### src/rtl/dp_result_drain.sv
// Snapshot B*B accumulator results, requantize each one, and stream them out row-major.
// Latency: element (0,0) is valid the cycle after capture; B*B cycles per drain with no stalls.
// Backpressure: out_ready_i low holds the current element and its index stable; nothing skipped or repeated.
//
// Ports:
//   clk_i, reset_i          clock (rising edge), asynchronous active-high reset
//   capture_i               snapshot request, honoured only while idle
//   results_i, shift_i      flattened signed results ((r*B+c) order) and right-shift amount
//   out_valid_o/ready_i     valid/ready handshake toward the output buffer
//   out_data_o              requantized signed element
//   out_row_o, out_col_o    index of the presented element
//   out_last_o              presented element is (B-1,B-1)
//   busy_o                  draining
//   done_o                  one-cycle pulse after the final transfer
module dp_result_drain #(
   parameter int B               = 4,
   parameter int quantized_width = 8
) (
   input  logic                                 clk_i,
   input  logic                                 reset_i,
   input  logic                                 capture_i,
   input  logic [B*B*2*quantized_width-1:0]     results_i,
   input  logic [$clog2(2*quantized_width)-1:0] shift_i,
   output logic                                 out_valid_o,
   input  logic                                 out_ready_i,
   output logic [quantized_width-1:0]           out_data_o,
   output logic [$clog2(B)-1:0]                 out_row_o,
   output logic [$clog2(B)-1:0]                 out_col_o,
   output logic                                 out_last_o,
   output logic                                 busy_o,
   output logic                                 done_o
);

   localparam int IW = 2 * quantized_width;   // input element width
   localparam int SW = $clog2(IW);            // shift amount width
   localparam int RW = $clog2(B);             // row / column index width
   localparam int XW = 2 * RW;                // flat index width (B is a power of two)
   localparam int NE = B * B;

   localparam logic [XW-1:0] LAST_IDX = XW'(NE - 1);

   // Saturation bounds in the extended (IW+1)-bit domain.
   localparam logic signed [IW:0] QMAX = {{(IW - quantized_width + 2){1'b0}}, {(quantized_width - 1){1'b1}}};
   localparam logic signed [IW:0] QMIN = ~QMAX;
   localparam logic [IW:0]        ONE  = {{IW{1'b0}}, 1'b1};

   localparam logic [0:0] IDLE  = 1'b0;
   localparam logic [0:0] DRAIN = 1'b1;

   logic [0:0]          state_q;
   logic [NE*IW-1:0]    snap_q;
   logic [SW-1:0]       shift_q;
   logic [XW-1:0]       idx_q;
   logic                done_q;
   logic                drain;

   logic signed [IW-1:0] elem;
   logic signed [IW:0]   ext;
   logic signed [IW:0]   bias;
   logic signed [IW:0]   sum;
   logic signed [IW:0]   shr;
   logic [quantized_width-1:0] q;

   assign drain = (state_q == DRAIN);

   always_ff @(posedge clk_i or posedge reset_i) begin
      if (reset_i) begin
         state_q <= IDLE;
         snap_q  <= '0;
         shift_q <= '0;
         idx_q   <= '0;
         done_q  <= 1'b0;
      end else begin
         done_q <= 1'b0;
         case (state_q)
            IDLE: begin
               if (capture_i) begin
                  snap_q  <= results_i;
                  shift_q <= shift_i;
                  idx_q   <= '0;
                  state_q <= DRAIN;
               end
            end
            default: begin
               // capture_i is deliberately not looked at here, so a request
               // during a drain is dropped rather than queued.
               if (out_ready_i) begin
                  if (idx_q == LAST_IDX) begin
                     idx_q   <= '0;
                     state_q <= IDLE;
                     done_q  <= 1'b1;
                  end else begin
                     idx_q <= idx_q + 1'b1;
                  end
               end
            end
         endcase
      end
   end

   // Requantize the element selected by the registered index: round half
   // toward +inf, arithmetic shift, then saturate. The extra top bit keeps
   // the rounding add from overflowing.
   always_comb begin
      elem = snap_q[int'(idx_q)*IW +: IW];
      ext  = {elem[IW-1], elem};
      bias = (shift_q != '0) ? (ONE << (shift_q - 1'b1)) : '0;
      sum  = ext + bias;
      shr  = sum >>> shift_q;
      if (shr > QMAX) begin
         q = QMAX[quantized_width-1:0];
      end else if (shr < QMIN) begin
         q = QMIN[quantized_width-1:0];
      end else begin
         q = shr[quantized_width-1:0];
      end
   end

   assign out_valid_o = drain;
   assign busy_o      = drain;
   assign done_o      = done_q;
   assign out_data_o  = drain ? q : '0;
   // idx_q returns to zero whenever the block is idle, so row/col read 0 then.
   assign out_row_o   = idx_q[XW-1:RW];
   assign out_col_o   = idx_q[RW-1:0];
   assign out_last_o  = drain && (idx_q == LAST_IDX);

endmodule

### config.mk
export PLATFORM = sky130hd
export DESIGN_NAME = dp_result_drain
export DESIGN_NICKNAME = d
export VERILOG_FILES = /design/src/rtl/dp_result_drain.sv
export SDC_FILE = /design/constraint.sdc
export NUM_CORES = 1
export LEC_CHECK = 0
export ABC_AREA = 1
export BUFFER_PORTS_ARGS = -buffer_cell sky130_fd_sc_hd__buf_2
export CAP_MARGIN = 20
export CORE_ASPECT_RATIO = 1.5
export CORE_MARGIN = 2
export CORE_UTILIZATION = 30
export CTS_BUF_LIST = sky130_fd_sc_hd__clkbuf_4
export CTS_CLUSTER_SIZE = 8
export DETAILED_ROUTE_END_ITERATION = 10
export GPL_TIMING_DRIVEN = 0
export PLACE_DENSITY = 0.57
export SYNTH_ARGS = -nofsm -noshare
export SYNTH_HDL_FRONTEND = slang
export SYNTH_SLANG_ARGS = --single-unit
### constraint.sdc
create_clock -name clk_i -period 19.65 [get_ports clk_i]
set_input_delay 1.965 -clock clk_i [delete_from_list [all_inputs] [get_ports clk_i]]
set_output_delay 1.965 -clock clk_i [all_outputs]
set_load 0.01 [all_outputs]
==> results of run 1 <==
==> through the flow <==
| step | utilization | setup slack, ns | power, mW | cells |
|---|---|---|---|---|
| 3_3_place_gp | 0.3483 | 7.331 | 2.622 | 2839 |
| 4_1_cts | 0.3676 | 11.08 | 3.137 | 2954 |
| 6_report | 0.3680 | 10.92 | 3.155 | 2956 |
| 5_1_grt | 0.3680 | 10.51 | 3.383 | 2956 |
| 2_1_floorplan | - | 10.36 | 1.983 | 1966 |
| 3_5_place_dp | 0.3496 | 11.92 | 2.634 | 2841 |
==> layout make-up <==
type,instances,area (µm²),share of cell area
Inverter,158,600.6,0.03502
Clock buffer,103,773.2,0.04509
Timing Repair Buffer,282,1466,0.08550
Multi-Input combinational cell,1423,6369,0.3713
Antenna cell,1,2.502,0.0001459
Buffer,119,474.2,0.02765
Tap cell,594,743.2,0.04334
Clock inverter,10,65.06,0.003794
Sequential cell,266,6656,0.3881
==> path summary, 6_finish.rpt <==
check,endpoint,cells after the start,startpoint
worst min-delay path,snap_q[107]$_DFFE_PP0P_,2,snap_q[107]$_DFFE_PP0P_
worst max-delay path,out_data_o[1],31,idx_q[0]$_DFFE_PP0P_
worst min register to register,snap_q[107]$_DFFE_PP0P_,2,snap_q[107]$_DFFE_PP0P_
worst max register to register,snap_q[130]$_DFFE_PP0P_,7,busy_o$_DFF_PP0_
min in group asynchronous,snap_q[67]$_DFFE_PP0P_,2,reset_i
max in group asynchronous,shift_q[2]$_DFFE_PP0P_,4,reset_i
==> state kept, by name, indices dropped and copies added (netlist names) <==
| name | count |
|---|---|
| snap_q | 256 |
| idx_q | 4 |
| shift_q | 4 |
| busy_o | 1 |
| done_o | 1 |
==> power groups by stage <==
stage / Clock [mW] / Sequential [mW] / Combinational [mW]
3_3_place_gp: 0 / 0.958 / 1.66
3_5_place_dp: 0 / 0.957 / 1.68
2_1_floorplan: 0 / 0.903 / 1.08
6_report: 0.489 / 0.955 / 1.71
5_1_grt: 0.529 / 0.980 / 1.87
4_1_cts: 0.502 / 0.950 / 1.68
==> cell families after synthesis <==
kind of cell | count (synthesis) | synth area share
buffers and inverters | 277 | 0.07574
AOI/OAI and AO/OA | 360 | 0.1413
other | 1 | 0.0002661
muxes | 3 | 0.002131
adders and majority gates | 18 | 0.01651
and+or+nand+nor | 1034 | 0.2873
DFF | 266 | 0.4723
xor gates and xnor gates | 7 | 0.004351
==> synthesized netlist by cell type <==
| library cell | number |
|---|---|
| nand2_4 | 2 |
| buf_4 | 1 |
| nand2_1 | 838 |
| mux2i_1 | 3 |
| xnor2_1 | 3 |
| nor3_1 | 5 |
| buf_2 | 7 |
| nor2_2 | 1 |
| inv_2 | 3 |
| clkinv_1 | 5 |
| nor2_1 | 98 |
| nand4_1 | 1 |
| nand3_1 | 79 |
| a211oi_1 | 2 |
| a21oi_1 | 81 |
| fa_1 | 1 |
| o221ai_1 | 18 |
| o31ai_1 | 5 |
| a32o_1 | 1 |
| nand3b_1 | 2 |
| inv_1 | 150 |
| a221oi_1 | 8 |
| dfrtp_1 | 266 |
| xor2_1 | 4 |
| a311oi_1 | 1 |
| o21ai_0 | 210 |
| a31oi_1 | 1 |
| a22oi_1 | 1 |
| o22ai_1 | 16 |
| buf_1 | 7 |
| clkbuf_1 | 102 |
| o32ai_1 | 1 |
| conb_1 | 1 |
| nand3_2 | 4 |
| or2_1 | 1 |
| ha_1 | 17 |
| o211ai_1 | 14 |
| a41oi_1 | 1 |
| nand2_2 | 3 |
| buf_6 | 2 |
==> worst max-delay path: cells and delay by family, from the launching register on <==
family,cells,cell delay (ns)
adder cells (fa/ha/maj),2,0.63
AO/OA/AOI/OAI,4,1.36
AND/OR/NAND/NOR,18,2.01
buffers and inverters,7,1.48
flip-flops,1,0.51
==> routing by layer <==
layer	track usage	vias up
met4	0.1568	0
met3	0.04281	162
li1	-	7007
met5	0	-
met2	0.4411	609
met1	0.2829	6930
==> results.toml, run 1 <==
[timing]
timing.final.crit_period_ns = 8.732
setup_viol = 0
rsz0062_at_grt = "false"
max_freq_ghz = 0.1145
tightest_slew_ns = 1.030
finClkSkew_ns = 0.05090
whs_ns = 0.4755
tns_ns = 0
slew_violations = 0
slew_headroom = 0.3058
finalCritPeriodShare = 0.4444
finalHoldViolCount = 0

[place]
port_buffers = 279
dp_hpwl_um = 49030
place.gp.congestion = 0.9313
place_area_um2 = 16290

[setup_path]
path_class = "reg2out"
crit_arrival_ns = 6.77
startpoint_type = "flip-flop"
crit_top_cell = "nand2_1"
endpoint_kind = "output port"
path_max_fanout = 10
rrSetupSlack_ns = 16.74
required_ns = 17.68
slowest_stage = "o21ai_0"
cp_slowest_stage_delay_ns = 0.76

[power]
power.share.sequential = 0.303
clock_power_share = 0.155
netSwitchingPower_mw = 1.576
internal_power_mw = 1.579
sw_frac_of_total = 0.4994
power.ir.vdd_worst_uv = 92.35
p_leak_nw = 9.080
pwr-share-comb = 0.542
p_per_area_nw_per_um2 = 184.0

[global_route]
grt_usage = 0.2515
grt_pass1_vias = 14760
grt_pass1_wl_um = 90130
grt_overflow = 0
grt_max_degree = 123
grt_antenna_before_repair = 2

[floorplanning]
fp.dieH_um = 269.4
rows = 97
io_pins = 280
core_area_um2 = 46600
die_x_um = 181.0
start_util = 0.3024
fp.dieArea_um2 = 48760

[finish]
layout_commonest_cell = "nand2_1"
final_area_um2 = 17150
area_growth_pct = 21.70
layout_common_cells = "nand2_1 (838), buf_2 (286), dfrtp_1 (266)"
finish.net_count = 2603
nFillCells = 5094
drive_gt1_frac = 0.1749

[synth]
yosys.area.top_type_share = 0.4723
synth_cells = 1966
synth_area_um2 = 14090
ys_warn_count = 0
synth_area_leaders = "dfrtp_1 (47%), nand2_1 (22%), o21ai_0 (7.5%), inv_1 (4.0%), a21oi_1 (2.9%)"
synth_cell_types = 40
ys_seq_area_frac = 0.4723
ys_ff_latch = 266
syn_nets = 2248
netlist.top_cell.by_area = "dfrtp_1"
syn_avg_cell_area_um2 = 7.168

[routing]
drcViolationCount = 0
viasPerCell = 4.976
route.met2.wl_um = 30940
wl_met3_um = 3905
drt-met1-wl_um = 23350
via_count = 14710
ant_nets = 0
top_layer_used = "met4"
first_pass_iters = 8
wirelength_um = 62430
drtIter0Drc = 1201
wl_per_cell_um = 21.12

[clock_network]
cts_sinks = 266
path_clk_slew_ns = 0.06
cts_inserted_buffers = 71
htreeDepth = 3
clockBufferDepth = 3
postCtsHoldBufs = 0
postCtsSetupRepairBufs = 0
cts_resized = 0
insertion_delay_ns = 0.77
cts_tree = "built"
ctsRootBufferMaster = "clkbuf_4"

[job]
max_cap_viol_count = 0

[hold_path]
hold_class = "reg2reg"

[run_status]
status = "complete, no violations"
(Power assumes the default switching activity.)
==> run 2, diff against run 1 <==
--- a/config.mk
+++ b/config.mk
@@ -5,7 +5,7 @@
 export SDC_FILE = /design/constraint.sdc
 export NUM_CORES = 1
 export LEC_CHECK = 0
-export ABC_AREA = 1
+export ABC_AREA = 0
 export BUFFER_PORTS_ARGS = -buffer_cell sky130_fd_sc_hd__buf_2
 export CAP_MARGIN = 20
 export CORE_ASPECT_RATIO = 1.5
==> constraint.sdc (replaced) <==
create_clock -name clk_i -period 8.6 [get_ports clk_i]
set_input_delay 0.86 -clock clk_i [delete_from_list [all_inputs] [get_ports clk_i]]
set_output_delay 0.86 -clock clk_i [all_outputs]
set_load 0.01 [all_outputs]
==> run 2 against run 1 <==
Compared with the run above: routed wire length down 25%; clock power up 150%; synthesized area down 2.5%; utilization up 0.52 points; sequential cell count unchanged; via count down 32%; count of clock-buffer cells in the layout up 6; sequential share of layout area up 0.37 points; critical path depth down 12; worst setup slack worse by 10 ns; die area down 2.5%; register-to-register slack worse by 11 ns; critical endpoint is now out_data_o[3].
==> results.toml, run 2 <==
[timing]
rsz0062_at_grt = "false"
finClkSkew_ns = 0.03548
timing.final.crit_period_ns = 7.706
tightest_slew_ns = 1.032
setup_viol = 0
finalCritPeriodShare = 0.8960
slew_violations = 0
finalHoldViolCount = 0
max_freq_ghz = 0.1298
tns_ns = 0
slew_headroom = 0.3120

[floorplanning]
fp.dieH_um = 266.1
fp.dieArea_um2 = 47550
start_util = 0.3018
rows = 96
die_x_um = 178.7
io_pins = 280
core_area_um2 = 45520

[power]
p_per_area_nw_per_um2 = 434.7
p_leak_nw = 7.530
finalPower_mw = 7.385
power.ir.vdd_worst_uv = 166.5

[routing]
first_pass_iters = 5
drtIter0Drc = 390
wirelength_um = 46630
viasPerCell = 5.039
wl_per_cell_um = 23.54
drcViolationCount = 0
ant_nets = 0
via_count = 9983

[setup_path]
rr_startpoint = "busy_o$_DFF_PP0_"
slowest_stage = "clkbuf_1"
cp_top_family = "multiplexers"
path_class = "reg2out"
crit_chain = "buf_6 -> buf_12 -> clkbuf_1 -> mux4_2 -> mux4_2 -> ha_1 -> buf_2 -> a21oi_2 -> o21ai_0 -> a21oi_1 -> o211ai_1 -> and3_4 -> buf_6 -> mux4_2 -> or3b_1 -> a2111oi_2 -> a21o_2 -> o21ai_1 -> buf_2"
required_ns = 7.74
path_buf_inv = 6
path_max_fanout = 10
endpoint_kind = "output port"
setup.worst_path.start = "idx_q[0]$_DFFE_PP0P_"
startpoint_type = "flip-flop"
cp_slowest_stage_delay_ns = 0.76
crit_top_cell = "mux4_2"
crit_arrival_ns = 6.85

[synth]
ys.flop_type = "dfrtp_1"
yosys.cell_count.top_type = "dfrtp_1"
ys_seq_area_frac = 0.4846
ys_ff_latch = 266
syn_nets = 1252
yosys.area.top_type_share = 0.4846
synth_cells = 970
netlist.top_cell.by_area = "dfrtp_1"
synth_area_leaders = "dfrtp_1 (48%), mux2_2 (21%), mux4_2 (14%), ha_1 (1.5%), clkbuf_1 (1.4%)"
synth_area_um2 = 13740
synth_cell_types = 69
netlist_top_cells_count = "dfrtp_1 (266), mux2_2 (261), mux4_2 (83)"
synth_edf_count = 0
ys_warn_count = 0
syn_avg_cell_area_um2 = 14.16
async_flop_share = 1.000

[finish]
area_growth_pct = 23.66
drive_gt1_frac = 0.5671
reg_top3 = "snap_q x256, idx_q x4, shift_q x4"
layout_common_cells = "buf_2 (285), dfrtp_1 (266), mux2_2 (261)"
largest_register = "snap_q"
finish.net_count = 1611
largest_reg_flops = 256
layout_commonest_cell = "buf_2"

[global_route]
grt_pass1_wl_um = 68480
grt_pass1_vias = 10800
grt_usage = 0.2000
grt_antenna_before_repair = 22
grt_overflow = 0
grt_max_degree = 118

[place]
dp_hpwl_um = 36010
port_buffers = 279
place.gp.congestion = 0.9090

[clock_network]
cts_tree = "built"
cts_inserted_buffers = 72
postCtsSetupRepairBufs = 0
htreeDepth = 3
insertion_delay_ns = 0.75
path_clk_slew_ns = 0.07
clockBufferDepth = 3
ctsRootBufferMaster = "clkbuf_4"
cts_resized = 0
postCtsHoldBufs = 0
cts_sinks = 266

[run_status]
status = "complete, no violations"

[job]
max_cap_viol_count = 0

[hold_path]
hold_class = "in2async"
run 2: changes by cell type after synthesis, sizes merged, moves of 10 or more:
cell / previous run / this run
nand3: 83 / 6
mux2i: 3 / 17
nand2: 843 / 34
mux4: 0 / 83
o21ai: 210 / 28
o22ai: 16 / 1
inv: 153 / 10
a21oi: 81 / 24
clkbuf: 102 / 53
o221ai: 18 / 0
a211oi: 2 / 13
mux2: 0 / 261
a21o: 0 / 10
nor2: 99 / 47
run 2: area by class of cell:
cell class / instances / area, µm²
multi-input combinational: 624 / 6726
inverter: 10 / 45.04
fill: 4490 / 28540
clock buffer: 109 / 818.3
tap: 588 / 735.7
sequential: 266 / 6656
antenna: 14 / 35.03
timing repair buffer: 285 / 1511
buffer: 70 / 316.6
clock inverter: 15 / 142.6
run 2: cells by family after synthesis:
group / synth area share
muxes: 0.3627
DFF: 0.4846
and+or+nand+nor: 0.04153
AOI/OAI and AO/OA: 0.05875
buffers and inverters: 0.02578
adders and majority gates: 0.01694
xor gates and xnor gates: 0.009473
other: 0.0002730
run 2: power breakdown:
part / switching (mW) / internal [mW]
Combinational: 2.07 / 1.90
Clock: 0.540 / 0.666
Sequential: 0.329 / 1.88
Total: 2.94 / 4.44
run 2: metal layers:
metal	GRT usage	up-vias	wire length, µm
met5	0	-	119
met4	0.1011	18	1985
met3	0.04809	92	2570
met2	0.3554	313	25010
met1	0.2196	5126	16940
li1	-	4434	-
run 2: per-stage QoR:
step                      std cells  worst slack [ns]  utilization  hold slack (ns)  instance area, µm²
after detailed placement       1841             1.600       0.3506           0.4910               15960
after global placement         1837            -2.693       0.3486           0.4833               15870
after CTS                      1965            0.7215       0.3717          0.04205               16920
after floorplan                 970            0.4147            -           0.4752               13740
final                          1981            0.8942       0.3732           0.1113               16990
after global routing           1980            0.4813       0.3731          0.08988               16990
run 2: path summary, 6_finish.rpt:
| check | end | slack (ns) | depth (start not counted) |
|---|---|---|---|
| max | out_data_o[3] | 0.89 | 19 |
| min | snap_q[163]$_DFFE_PP0P_ | 0.11 | 2 |
| max reg2reg | snap_q[52]$_DFFE_PP0P_ | 5.81 | 5 |
| min reg2reg | snap_q[170]$_DFFE_PP0P_ | 0.50 | 1 |
| max in group asynchronous | snap_q[216]$_DFFE_PP0P_ | 7.54 | 3 |
| min in group clk_i | snap_q[223]$_DFFE_PP0P_ | 0.32 | 2 |
run 2: worst reg2reg max path, cell delays in order (launching register included):
cell and delay (ns):
dfrtp_1 0.44, clkbuf_1 0.26, nor2b_1 0.27, clkbuf_1 0.46, clkbuf_1 0.82, mux2_2 0.43
==> run 3, diff against run 2 <==
==> constraint.sdc (replaced) <==
create_clock -name clk_i -period 7.5 [get_ports clk_i]
set_input_delay 0.75 -clock clk_i [delete_from_list [all_inputs] [get_ports clk_i]]
set_output_delay 0.75 -clock clk_i [all_outputs]
set_load 0.01 [all_outputs]
==> run 3 against run 2 <==
Compared with the run above: sequential power rose by 14%; cell count rose by 0.30%; combinational power grew 14%; die area is the same; largest cell class unchanged; highest routed layer unchanged.
==> results.toml, run 3 (synthesis results as in run 2) <==
[setup_path]
crit_top_cell = "mux4_2"
path_buf_inv = 6
setup.worst_path.start = "idx_q[0]$_DFFE_PP0P_"
path_max_fanout = 19
endpoint_kind = "output port"
startpoint_type = "flip-flop"
slowest_stage = "mux4_2"
r2r_cells = 5
crit_chain = "buf_6 -> buf_12 -> clkbuf_1 -> buf_8 -> mux4_2 -> mux4_2 -> ha_1 -> a21oi_2 -> o211ai_2 -> a21oi_1 -> o211ai_1 -> and3_4 -> buf_6 -> mux4_2 -> or3b_1 -> a2111oi_2 -> a21o_2 -> o21ai_1 -> buf_2"
rrSetupSlack_ns = 4.51
cp_top_family = "compound AO/OA/AOI/OAI gates"
r2r-end = "snap_q[32]$_DFFE_PP0P_"
required_ns = 6.75
path_class = "reg2out"
cp_slowest_stage_delay_ns = 0.58
rr_startpoint = "busy_o$_DFF_PP0_"
crit_arrival_ns = 6.46

[finish]
area_growth_pct = 24.22
nFillCells = 4466
multi_input_area_um2 = 6726
largest_reg_flops = 256
final_area_um2 = 17060
finish.net_count = 1616
largest_register = "snap_q"
layout_commonest_cell = "buf_2"
ff_latch_area_um2 = 6656
reg_top3 = "snap_q x256, idx_q x4, shift_q x4"
utilization = 0.3748
drive_gt1_frac = 0.5792
layout_common_cells = "buf_2 (286), dfrtp_1 (266), mux2_2 (261)"

[global_route]
grt_usage = 0.1991
grt_pass1_vias = 10810
grt_max_degree = 41
grt_overflow = 0
grt_pass1_wl_um = 67740
grt_antenna_before_repair = 27

[routing]
wl_per_cell_um = 23.33
drtIter0Drc = 381
viasPerCell = 5.050
wirelength_um = 46370
first_pass_iters = 4
drcViolationCount = 0
via_count = 10030
ant_nets = 0

[floorplanning]
fp.dieH_um = 266.1
fp.dieArea_um2 = 47550
rows = 96
core_area_um2 = 45520
start_util = 0.3018
io_pins = 280
die_x_um = 178.7

[timing]
setup_slack_ns = 0.2943
slew_violations = 0
slew_headroom = 0.2345
rsz0062_at_grt = "false"
finalHoldViolCount = 0
max_freq_ghz = 0.1388
tightest_slew_ns = 1.148
finalCritPeriodShare = 0.9608
setup_viol = 0
tns_ns = 0
timing.final.crit_period_ns = 7.206
finClkSkew_ns = 0.05326

[clock_network]
cts_inserted_buffers = 74
htreeDepth = 3
postCtsSetupRepairBufs = 0
ctsRootBufferMaster = "clkbuf_4"
path_clk_slew_ns = 0.07
insertion_delay_ns = 0.75
clockBufferDepth = 3
cts_sinks = 266
cts_tree = "built"

[power]
p_per_area_nw_per_um2 = 492.5
netSwitchingPower_mw = 3.339
p_leak_nw = 7.591
sw_frac_of_total = 0.3973
power.ir.vdd_worst_uv = 197.0
power.share.sequential = 0.301
clock_power_share = 0.161
pwr-share-comb = 0.538
finalPower_mw = 8.404
internal_power_mw = 5.066

[hold_path]
hold_depth = 2
hp-start = "results_i[229]"
holdPathEnd = "snap_q[229]$_DFFE_PP0P_"
hold_class = "in2reg"

[place]
dp_hpwl_um = 36080
port_buffers = 279
place_area_um2 = 16050
place_ws_ns = 0.6315
place.gp.congestion = 0.9101

[job]
max_cap_viol_count = 0

[run_status]
status = "complete, no violations"
-- run 3: worst reg2reg max path: cells and delay by family (launching register included) --
kind / cells / cell delay (ns)
AND/OR/NAND/NOR: 1 / 0.32
multiplexers: 1 / 0.43
buffers and inverters: 3 / 1.66
flip-flops: 1 / 0.43
-- run 3: timing repair --
item                                   4_1_cts  5_1_grt
hold buffers                                 1        0
endpoints found under the hold margin       16        0
setup endpoints to repair                    7        7
gates resized for setup                     10       15
-- run 3: worst max path at each step --
stage,end,cells after the start
4_1_cts,out_data_o[2],18
3_5_place_dp,out_data_o[2],19
2_1_floorplan,out_data_o[0],17
3_3_place_gp,out_data_o[1],18
5_1_grt,out_data_o[2],19
6_report,out_data_o[2],19
-- run 3: stage by stage --
stage	std cells	hold WS [ns]
2_1_floorplan	970	0.4752
3_3_place_gp	1837	0.4832
3_5_place_dp	1846	0.4908
4_1_cts	1971	0.1103
5_1_grt	1987	0.1289
6_report	1987	0.2213
-- run 3: area by class of cell --
| type | count | area share |
|---|---|---|
| Timing Repair Buffer | 289 | 0.09268 |
| Inverter | 10 | 0.002420 |
| Buffer | 69 | 0.01987 |
| Sequential cell | 266 | 0.3901 |
| Tap cell | 588 | 0.04311 |
| Clock inverter | 15 | 0.006893 |
| Antenna cell | 16 | 0.002346 |
| Multi-Input combinational cell | 624 | 0.3942 |
| Clock buffer | 110 | 0.04839 |
-- run 3: layer usage --
metal / routed length (µm) / vias up / global-route usage
li1: - / 4456 / -
met1: 16580 / 5126 / 0.2118
met2: 24560 / 326 / 0.3467
met3: 2700 / 106 / 0.05765
met4: 2394 / 20 / 0.1169
met5: 125 / - / 0
-- run 3: power by group through the flow --
stage / logic, mW / registers [mW] / clock network [mW]
final: 4.52 / 2.53 / 1.36
after global routing: 4.88 / 2.61 / 1.50
after CTS: 4.54 / 2.52 / 1.41
after detailed placement: 4.52 / 2.55 / 0
after global placement: 4.46 / 2.52 / 0
after floorplan: 3.27 / 2.41 / 0
